--- src/rtl/apb_slave_regfile.sv ---
// apb_slave_regfile
//   APB4 completer backed by a small word-addressed register file.
//   Word 0 is a read-only ID register; every other word is read/write with
//   byte strobes. All bus outputs come straight from flops.
//
//   Optional feature macro: APB_SLAVE_WAIT_EN
//     defined   -> WAIT_CYCLES wait states are inserted into every transfer
//     undefined -> no wait counter is built, every transfer completes in the
//                  first penable cycle
//
// Ports
//   pclk, preset_n   clock (rising edge), asynchronous active-low reset
//   psel, penable    APB select / access-phase qualifiers
//   pwrite           1 = write, 0 = read
//   paddr            byte address, word index = paddr[ADDR_WIDTH-1:2]
//   pwdata, pstrb    write data and byte strobes
//   pprot            accepted and ignored
//   prdata           read data, non-zero only in the completion cycle
//   pready, pslverr  completion and error, both high for one cycle at most

module apb_slave_regfile #(
    parameter int                    ADDR_WIDTH  = 8,
    parameter int                    DATA_WIDTH  = 32,
    parameter int                    NUM_REGS    = 16,
    parameter logic [DATA_WIDTH-1:0] ID_VALUE    = 32'hA9B0_0001,
    parameter int                    WAIT_CYCLES = 2
) (
    input  logic                    pclk,
    input  logic                    preset_n,
    input  logic                    psel,
    input  logic                    penable,
    input  logic                    pwrite,
    input  logic [ADDR_WIDTH-1:0]   paddr,
    input  logic [DATA_WIDTH-1:0]   pwdata,
    input  logic [DATA_WIDTH/8-1:0] pstrb,
    input  logic [2:0]              pprot,
    output logic [DATA_WIDTH-1:0]   prdata,
    output logic                    pready,
    output logic                    pslverr
);

    localparam int IDX_W = ADDR_WIDTH - 2;
    localparam int NB    = DATA_WIDTH / 8;

    // The state names the phase the bus is in during the current cycle.
    // The setup cycle itself is observed while in IDLE (or ACCESS for a
    // back-to-back transfer); ACCESS is the cycle in which pready is high.
    typedef enum logic [1:0] {S_IDLE, S_SETUP, S_WAIT, S_ACCESS} state_t;

    state_t                  state_q, state_d;
    logic                    wr_q, wr_d;
    logic                    err_q, err_d;
    logic [IDX_W-1:0]        idx_q, idx_d;
    logic [DATA_WIDTH-1:0]   wdata_q, wdata_d;
    logic [NB-1:0]           strb_q, strb_d;
    logic [DATA_WIDTH-1:0]   regs [NUM_REGS];
    logic [DATA_WIDTH-1:0]   rd_word;
    logic                    commit;

`ifdef APB_SLAVE_WAIT_EN
    localparam int CNT_W = (WAIT_CYCLES > 1) ? $clog2(WAIT_CYCLES) : 1;
    logic [CNT_W-1:0] cnt_q, cnt_d;
`endif

    logic unused_ok;
`ifdef APB_SLAVE_WAIT_EN
    assign unused_ok = ^{pprot, paddr[1:0]};
`else
    assign unused_ok = ^{pprot, paddr[1:0], (WAIT_CYCLES != 0)};
`endif

    // Next-state and transfer-capture logic. A new setup is captured in the
    // cycle it is seen so that a zero-wait transfer can raise the registered
    // pready in the very first penable cycle. The counter is preloaded with
    // WAIT_CYCLES-1 because the SETUP cycle already counts as one wait state.
    always_comb begin
        state_d = state_q;
        wr_d    = wr_q;
        err_d   = err_q;
        idx_d   = idx_q;
        wdata_d = wdata_q;
        strb_d  = strb_q;
`ifdef APB_SLAVE_WAIT_EN
        cnt_d   = cnt_q;
`endif
        case (state_q)
            S_IDLE, S_ACCESS: begin
                state_d = S_IDLE;
                if (psel && !penable) begin
                    wr_d    = pwrite;
                    idx_d   = paddr[ADDR_WIDTH-1:2];
                    wdata_d = pwdata;
                    strb_d  = pstrb;
                    err_d   = (int'(paddr[ADDR_WIDTH-1:2]) >= NUM_REGS) ||
                              (pwrite && (paddr[ADDR_WIDTH-1:2] == '0));
`ifdef APB_SLAVE_WAIT_EN
                    if (WAIT_CYCLES > 0) begin
                        state_d = S_SETUP;
                        cnt_d   = CNT_W'(WAIT_CYCLES - 1);
                    end else begin
                        state_d = S_ACCESS;
                    end
`else
                    state_d = S_ACCESS;
`endif
                end else if ((state_q == S_IDLE) && psel && penable) begin
                    // Access phase with no preceding setup: this cycle stands
                    // in for the setup and the next one completes with error.
                    wr_d    = 1'b0;
                    err_d   = 1'b1;
                    state_d = S_ACCESS;
                end
            end
`ifdef APB_SLAVE_WAIT_EN
            S_SETUP: begin
                if (!psel) begin
                    state_d = S_IDLE;
                    cnt_d   = '0;
                end else if (penable) begin
                    if (cnt_q != '0) begin
                        state_d = S_WAIT;
                        cnt_d   = cnt_q - 1'b1;
                    end else begin
                        state_d = S_ACCESS;
                    end
                end
            end
            S_WAIT: begin
                if (!psel) begin
                    state_d = S_IDLE;
                    cnt_d   = '0;
                end else if (cnt_q == '0) begin
                    state_d = S_ACCESS;
                end else begin
                    cnt_d   = cnt_q - 1'b1;
                end
            end
`endif
            default: state_d = S_IDLE;
        endcase
    end

    // State and captured-transfer registers.
    always_ff @(posedge pclk or negedge preset_n) begin
        if (!preset_n) begin
            state_q <= S_IDLE;
            wr_q    <= 1'b0;
            err_q   <= 1'b0;
            idx_q   <= '0;
            wdata_q <= '0;
            strb_q  <= '0;
`ifdef APB_SLAVE_WAIT_EN
            cnt_q   <= '0;
`endif
        end else begin
            state_q <= state_d;
            wr_q    <= wr_d;
            err_q   <= err_d;
            idx_q   <= idx_d;
            wdata_q <= wdata_d;
            strb_q  <= strb_d;
`ifdef APB_SLAVE_WAIT_EN
            cnt_q   <= cnt_d;
`endif
        end
    end

    // Read mux on the index that is about to complete, so prdata can be
    // registered on the edge that enters ACCESS.
    always_comb begin
        rd_word = '0;
        for (int i = 0; i < NUM_REGS; i++) begin
            if (int'(idx_d) == i) rd_word = regs[i];
        end
    end

    // Registered bus outputs: everything is zero except in the ACCESS cycle.
    always_ff @(posedge pclk or negedge preset_n) begin
        if (!preset_n) begin
            pready  <= 1'b0;
            pslverr <= 1'b0;
            prdata  <= '0;
        end else begin
            pready  <= (state_d == S_ACCESS);
            pslverr <= (state_d == S_ACCESS) && err_d;
            prdata  <= ((state_d == S_ACCESS) && !err_d && !wr_d) ? rd_word : '0;
        end
    end

    // A write lands on the edge that closes the ACCESS cycle, and only while
    // the master still selects us, so a reset or deselect first discards it.
    assign commit = (state_q == S_ACCESS) && wr_q && !err_q && psel;

    // Register file; word 0 is never written because such writes are errors.
    always_ff @(posedge pclk or negedge preset_n) begin
        if (!preset_n) begin
            regs[0] <= ID_VALUE;
            for (int i = 1; i < NUM_REGS; i++) regs[i] <= '0;
        end else if (commit) begin
            for (int i = 1; i < NUM_REGS; i++) begin
                if (int'(idx_q) == i) begin
                    for (int b = 0; b < NB; b++) begin
                        if (strb_q[b]) regs[i][8*b +: 8] <= wdata_q[8*b +: 8];
                    end
                end
            end
        end
    end

endmodule
--- config.mk ---
export PLATFORM = sky130hd
export DESIGN_NAME = apb_slave_regfile
export DESIGN_NICKNAME = d
export VERILOG_FILES = /design/src/rtl/apb_slave_regfile.sv
export SDC_FILE = /design/constraint.sdc
export NUM_CORES = 1
export LEC_CHECK = 0
export ABC_AREA = 1
export ABC_CLOCK_PERIOD_IN_PS = 2800
export BUFFER_PORTS_ARGS = -buffer_cell sky130_fd_sc_hd__buf_2
export CORE_ASPECT_RATIO = 0.7
export CORE_UTILIZATION = 55
export CTS_CLUSTER_SIZE = 24
export DETAILED_ROUTE_END_ITERATION = 8
export PLACE_DENSITY_LB_ADDON = 0.25
export SLEW_MARGIN = 20
export SYNTH_ARGS = -nofsm -noshare
export SYNTH_HDL_FRONTEND = slang
export SYNTH_SLANG_ARGS = --single-unit
--- constraint.sdc ---
create_clock -name pclk -period 2.8 [get_ports pclk]
set_clock_uncertainty 0.2 [all_clocks]
set_input_delay 0.28 -clock pclk [delete_from_list [all_inputs] [get_ports pclk]]
set_output_delay 0.28 -clock pclk [all_outputs]
set_load 0.01 [all_outputs]
; Word-level counts from Yosys, hierarchy flattened
; Cells that the tools add are included.
; Widths: inputs -> output; s select.
[op_classes]
n_eq_ne = 32
muxes = 28
reduce_logical = 80
order_cmp = 1
[ops]
columns = cell, n
row1 = $mux 32, 17
row2 = $reduce_and 3->1, 60
row3 = $eq 6x5->1 const B, 16
row4 = $eq 6x4->1 const B, 8
row5 = $eq 6x3->1 const B, 4
row6 = $eq 6x2->1 const B, 2
row7 = $logic_not 6->1, 2
row8 = $mux 6, 2
row9 = $logic_and 1x1->1, 10
row10 = $ge 6x5->1 const B, 1
row11 = $mux 1, 6
row12 = $mux 2, 3
row13 = $eq 2x2->1 const B, 2
row14 = $logic_not 1->1, 4
row15 = $logic_not 2->1, 1
row16 = $reduce_and 2->1, 1
row17 = $reduce_or 2->1, 1
row18 = $logic_or 1x1->1, 1
[word_totals]
register_bits = 560
inputBits = 52
output_inout_bits = 34

; Logic depth before layout (Yosys ltp)
; Gate-level depths: netlist of run 1.
[logic_depth]
depth_word = 22
ltp_mapped = 19

; Least setup slack after synthesis of run 1
; Ideal clock, no wire load.
[synth_path]
path_type = input -> register
start = in psel
end = reg prdata[15]
arrival_ns = 1.762
stages = 15
setup_slack_ns = 0.716
n_path_buf = 2
cell_sequence = buf_4 -> nand2_4 -> nand2_1 -> nand2_2 -> nand2_4 -> nor2_4 -> nand3_2 -> buf_2 -> or2_0 -> nand2_1 -> nand4_1 -> nor2_1 -> nand4_1 -> nor2_1 -> nor2_1
[synth_between]
elab_chain_cells = 21
elab_cells_between_ends = 52
classes_between = eq/ne: 16 / mux: 28 / reduce/logical: 8
[synth_rtl]
columns = item, line_no
row1 = "start, declared", 30  ; input logic psel,
row2 = $logic_and 1x1->1, 89  ; if (psel && !penable) begin
row3 = $mux 6, 89
row4 = $mux 6, 86  ; case (state_q)
row5 = $logic_not 6->1, 173  ; if (int'(idx_d) == i) rd_word = regs[i];
row6 = $mux 32 (16 in a row), 173
row7 = $mux 32 (*), 186  ; prdata <= ((state_d == S_ACCESS) && !err_d && !wr_d) ? rd_word : '0;
row8 = "end signal, assigned", 186
row9 = "end, declared", 37  ; output logic [DATA_WIDTH-1:0] prdata,
; Every way passes the cells marked *; elsewhere a longest branch is shown, timed or not.
; A chain may end at the register's enable or synchronous reset.

; Worst setup path after layout of run 1
[layout_path]
start = in psel
end = reg prdata[2]
; The elaborated chain is that of the path after synthesis.

==> metrics, run 1 <==
M3 GR Usage=5.03%; Placer Congestion=0.895; Ys Warns=32; synth top area cells=dfrtp_1 58%, nand2_1 14%, o21ai_0 11%; Post-DP HPWL=41.9 mm; cell area after layout=27400 um2; htree depth=2; Inst Count DP=3430; Cell Pwr Density=585 nW/um2; CP max stage delay=0.58 ns; largest net degree at the start of global routing=74; die width=253 um; worst slew pin tran=0.735 ns; Num CTS Buffers=51; Slowest cell on crit path=dlygate4sd3_1; Buf/Inv on CP=3; RSZ-0062 raised after global routing=true; critical path fanouts, max=10; Chip Height=177 um; Setup TNS=0 ns; clock-pin slew on the worst setup and hold paths=0.06 ns; HP Class=input port to asynchronous set/reset pin; CTS tree=yes; IO Count=86; data arrival time of the critical path=2.88 ns; Die Area=44800 um2; initial antenna violation count=0; # nets final=2998; CP Cell Sequence=dlygate4sd3_1, clkbuf_4, nand2_4, nand2_1, nand2_2, nand2_8, nor2_4, nand3_4, buf_4, or2_0, nand2_1, nand4_1, nor2_1, nand4_1, nor2_1, nor2_1; fin. max-slew vios=0; # setup viols final=0; Ant. Diodes=0; CP Launch Type=input port; GRT Resource Usage Total=28.4%; status=completed; GRT Max-Usage Layer=met2; nature of the critical path endpoint=flop; number of global-route vias before repair=19200; period utilization=93.7%; Mapped Nets=2920; synthesized cell area=24200 um2; Lkg Pwr=12.7 nW; kind of cell adding the most delay to the critical path=simple AND/OR/NAND/NOR gates; GR Overflow Total=0; vias per inst=5.58; Max Clk Rate=381 MHz; fin cells=3567; Initial Util=56.4%; top cell type by total area after synthesis=dfrtp_1; Area Overhead vs Synth=13.5%; clock net sink count=558; min Tclk post-route=2.62 ns; clk buf depth=3; commonest non-fill, non-tap cells in the layout=921 x nand2_1, 558 x dfrtp_1, 548 x o21ai_0; Final Hold Vio Count=0; DR WL/cell=17.3 um; distinct cell type count after synthesis=32; Max VDD drop=0.545 mV; most used cell, CP=nor2_1; ys async rst share=100%; GR met1 Demand/Resource=39.0%; top_reg_cell synth=dfrtp_1; DRT antenna net count=0; Clk Latency, worst-skew pair=0.58 ns; Max Cap Viol=0; CORE AREA=42900 um2; commonest non-fill, non-tap cell in the layout=nand2_1; DR pass1 iterations=6; Mapped Cells=2868; Slew headroom=51.0%; met2 usage=46.6%; vias post-DR=19900; Critical Path RT=3.06 ns; Post-Place Cell Area=25300 um2; flops & latches, synth=558; syn_area_per_cell=8.43 um2; Post-synth EDFFs=0; Synth top area share=57.7%; sequential fraction of the synthesis area=57.7%; DRC=0; Routed WL=61.8 mm; crit path kind=input port to flop; Detailed Route Iter0 Violations=2143; root buffer cell=clkbuf_16; Rows=63; port buffer count=80; first-pass GRT wire length=99.9 mm; layout cell share with drive strength beyond 1=9.26%
[what timing repair did]
item | CTS | global route
endpoints found under the hold margin | 208 | 0
setup buffers | 0 | 0
gates resized for setup | 0 | 6
hold buffers | 48 | 0
setup endpoints to repair | 0 | 26
[cells by family after synthesis]
logic type,after synthesis,share of synthesized area [%]
AOI/OAI and AO/OA,635,13.3
DFF,558,57.7
and+or+nand+nor,1331,23.2
buffers and inverters,344,5.78
[layout make-up]
type | count | area (um2)
inverters | 182 | 696
multi-input cells | 1966 | 8870
repair buffers | 187 | 1560
flip-flops and latches | 558 | 14000
fillers | 3545 | 15400
clock buffers | 84 | 1590
clock inverters | 5 | 28.8
well taps | 585 | 732
[cells in the mapped netlist (2+ instances only)]
cell type,number
a21oi_1,74
dfrtp_1,558
buf_4,13
nand4_1,66
nor2_8,3
nor2_2,5
buf_2,35
nand3_1,120
or2_2,18
inv_1,169
clkinv_1,4
or2_0,23
inv_2,6
inv_4,2
o21ai_0,548
clkbuf_1,112
or2_1,6
nand2_4,5
nor2_4,4
o211ai_1,11
nand2_1,921
nor2_1,145
nand2_2,11
[stage by stage]
step | power [mW] | hold slack (ns) | utilization, % | worst slack (ns)
after global routing | 16.6 | 0.181 | 64.0 | -0.0169
after floorplan | 8.80 | -0.216 | - | 0.716
after detailed placement | 9.31 | 0.123 | 59.0 | 0.0831
after CTS | 16.1 | 0.122 | 63.9 | 0.140
final | 16.1 | 0.126 | 64.0 | 0.177
after global placement | 9.28 | 0.135 | 59.0 | 0.0918
[worst reg2reg max path: stages (launching register included)]
cell and delay, ns:
dfrtp_1 0.38, nor2_1 0.27, nand3_1 0.25, nor2_1 0.58
nand2_1 0.51, nand2_1 0.18, o21ai_0 0.10
[flip-flops by register name, summed over array words and instances, names as in the netlist]
register / count
idx_q: 6
pslverr: 1
err_q: 1
state_q: 1
wdata_q: 32
prdata: 32
wr_q: 1
regs: 480
strb_q: 4
[where the power goes]
part	internal, mW	switching, mW
Combinational	0.227	0.808
Sequential	8.15	0.0356
Clock	3.85	2.98
[routing by layer]
metal	share of wire (%)	routed length, um	up-vias
li1	-	-	9426
met1	43	26700	9673
met2	47	29000	694
met3	7.9	4870	106
met4	2.1	1270	0
met5	0	0	-
[worst paths after layout]
path | start | end | slack, ns | cells past startpoint
min | preset_n | regs[380] | 0.13 | 2
max | psel | prdata[2] | 0.18 | 16
min reg2reg | regs[311] | regs[311] | 0.28 | 2
min in group pclk | paddr[2] | idx_q[0] | 0.18 | 4
max in group asynchronous | preset_n | regs[272] | 1.50 | 3
max reg2reg | idx_q[5] | regs[90] | 0.19 | 6
Power figures use the tool's default switching activity.
==> run 2: changes to the inputs <==
CORE_UTILIZATION = 45   (was 55)
==> run 2 against run 1 <==
Final cell count rose by 4.3%. Register-to-register slack better by 0.13 ns. Total power grew 2.5%. Maximum frequency is 1.1% lower. Critical endpoint is now prdata[12]. Largest power group unchanged.
==> metrics, run 2 (same netlist as run 1, synthesis figures left out) <==
status=completed (unchanged); Lkg Pwr=12.8 nW (was 12.7 nW); data arrival time of the critical path=2.93 ns (was 2.88 ns); root buffer cell=clkbuf_16 (unchanged); Max Cap Viol=0 (unchanged); nature of the critical path endpoint=flop (unchanged); Chip Height=196 um (was 177 um); Area Overhead vs Synth=15.1% (was 13.5%); min Tclk post-route=2.65 ns (was 2.62 ns); vias post-DR=19800 (was 19900); reg2reg start=idx_q[5] (unchanged); CP Launch Type=input port (unchanged); htree depth=2 (unchanged); Post-DP HPWL=43.3 mm (was 41.9 mm); Critical Path RT=3.08 ns (was 3.06 ns); critical path fanouts, max=17 (was 10); port buffer count=80 (unchanged); Cell Pwr Density=591 nW/um2 (was 585 nW/um2); Final Hold Vio Count=0 (unchanged); CTS tree=yes (unchanged); clock-pin slew on the worst setup and hold paths=0.06 ns (about the same); Slew headroom=54.7% (was 51.0%); GRT Resource Usage Total=23.7% (was 28.4%); number of global-route vias before repair=19600 (was 19200); IO Count=86 (unchanged); layout cell share with drive strength beyond 1=10.1% (was 9.26%); # setup viols final=0 (unchanged); area of the multi-input gates=8870 um2 (about the same); max reg flops=480 (unchanged); Max Clk Rate=377 MHz (was 381 MHz); Max VDD drop=0.483 mV (was 0.545 mV); vias per inst=5.32 (was 5.58); worst hold slack=0.0501 ns (was 0.126 ns); Placer Congestion=0.852 (was 0.895); Ant. Diodes=0 (unchanged); DRT antenna net count=0 (unchanged); worst slew pin tran=0.679 ns (was 0.735 ns); Setup TNS=0 ns (unchanged); top flop regs=regs x480, prdata x32, wdata_q x32 (unchanged); Rows=70 (was 63); commonest non-fill, non-tap cells in the layout=921 x nand2_1, 558 x dfrtp_1, 548 x o21ai_0 (unchanged); Reg with most FFs=regs (unchanged); period utilization=94.7% (was 93.7%); Detailed Route Iter0 Violations=1747 (was 2143); commonest non-fill, non-tap cell in the layout=nand2_1 (unchanged); initial antenna violation count=0 (unchanged); DR WL/cell=17.0 um (was 17.3 um); Clk Latency, worst-skew pair=0.59 ns (was 0.58 ns); Num CTS Buffers=53 (was 51); Routed WL=63.1 mm (was 61.8 mm); DRC=0 (unchanged); HP Class=input port to asynchronous set/reset pin (unchanged); GR Overflow Total=0 (unchanged); FF+latch area=14000 um2 (unchanged); fin. max-slew vios=0 (unchanged); # nets final=3015 (was 2998); DR pass1 iterations=5 (was 6); Filler cells=4758 (was 3545); die width=279 um (was 253 um); Die Area=54700 um2 (was 44800 um2); Critical Path Source=penable (was psel); clock net sink count=558 (unchanged); first-pass GRT wire length=104 mm (was 99.9 mm); crit path kind=input port to flop (unchanged); clk buf depth=3 (unchanged); largest net degree at the start of global routing=74 (unchanged); Initial Util=45.9% (was 56.4%); CORE AREA=52600 um2 (was 42900 um2)
run 2: critical path, stage by stage:
cell and delay, ns:
dlygate4sd3_1 0.55, buf_2 0.18, inv_4 0.07, nand2_4 0.12, nand2_1 0.09, nand2_2 0.13, nand2_8 0.11, nor2_4 0.20
nand2_1 0.18, nor2_2 0.17, inv_2 0.20, or2_2 0.33, nand2_1 0.08, nand3_1 0.09, nand2_1 0.07, a21oi_1 0.06
run 2: layer usage:
| layer | track usage, % | share of wire [%] | wire, um | up-vias |
|---|---|---|---|---|
| met2 | 38.0 | 46 | 29000 | 572 |
| li1 | - | - | - | 9449 |
| met5 | 0 | 0 | 0 | - |
| met1 | 33.9 | 46 | 28900 | 9651 |
| met4 | 5.62 | 1.9 | 1220 | 0 |
| met3 | 3.70 | 6.2 | 3920 | 101 |
run 2: through the flow:
| stage | setup slack [ns] | power, mW | util (%) | cells | cell area, um2 |
|---|---|---|---|---|---|
| global placement | 0.0882 | 9.30 | 48.5 | 3578 | 25600 |
| global route | -0.000747 | 17.1 | 52.9 | 3720 | 27800 |
| detailed placement | 0.0465 | 9.32 | 48.5 | 3578 | 25600 |
| floorplan | 0.716 | 8.80 | - | 2868 | 24200 |
| finish | 0.148 | 16.5 | 52.9 | 3720 | 27800 |
| CTS | 0.0939 | 16.6 | 52.8 | 3718 | 27800 |
run 2: area by class of cell:
class	instances	area share [%]
Sequential cell	558	50.2
Multi-Input combinational cell	1966	31.9
Timing Repair Buffer	202	5.93
Clock buffer	78	5.75
Tap cell	720	3.24
Inverter	182	2.52
Clock inverter	14	0.535
run 2: report_power, final:
part | switching, mW | leakage, nW | internal, mW
registers | 0.0332 | 7.72 | 8.15
logic | 0.812 | 4.26 | 0.224
clock network | 3.11 | 0.869 | 4.13
total | 3.95 | 12.8 | 12.5
run 2: final timing paths:
kind | end | slack [ns] | depth (start not counted)
worst min-delay path | regs[412] | 0.05 | 2
min in group pclk | idx_q[3] | 0.05 | 5
max in group asynchronous | wdata_q[15] | 1.49 | 3
worst max register to register | regs[204] | 0.32 | 6
worst min register to register | regs[214] | 0.28 | 2
worst max-delay path | prdata[12] | 0.15 | 16
run 2: repair_timing:
item,in CTS,in global routing
setup buffers,0,2
hold buffers,48,0
endpoints found under the hold margin,274,0
gates resized for setup,0,9
endpoints found under the setup margin,0,25
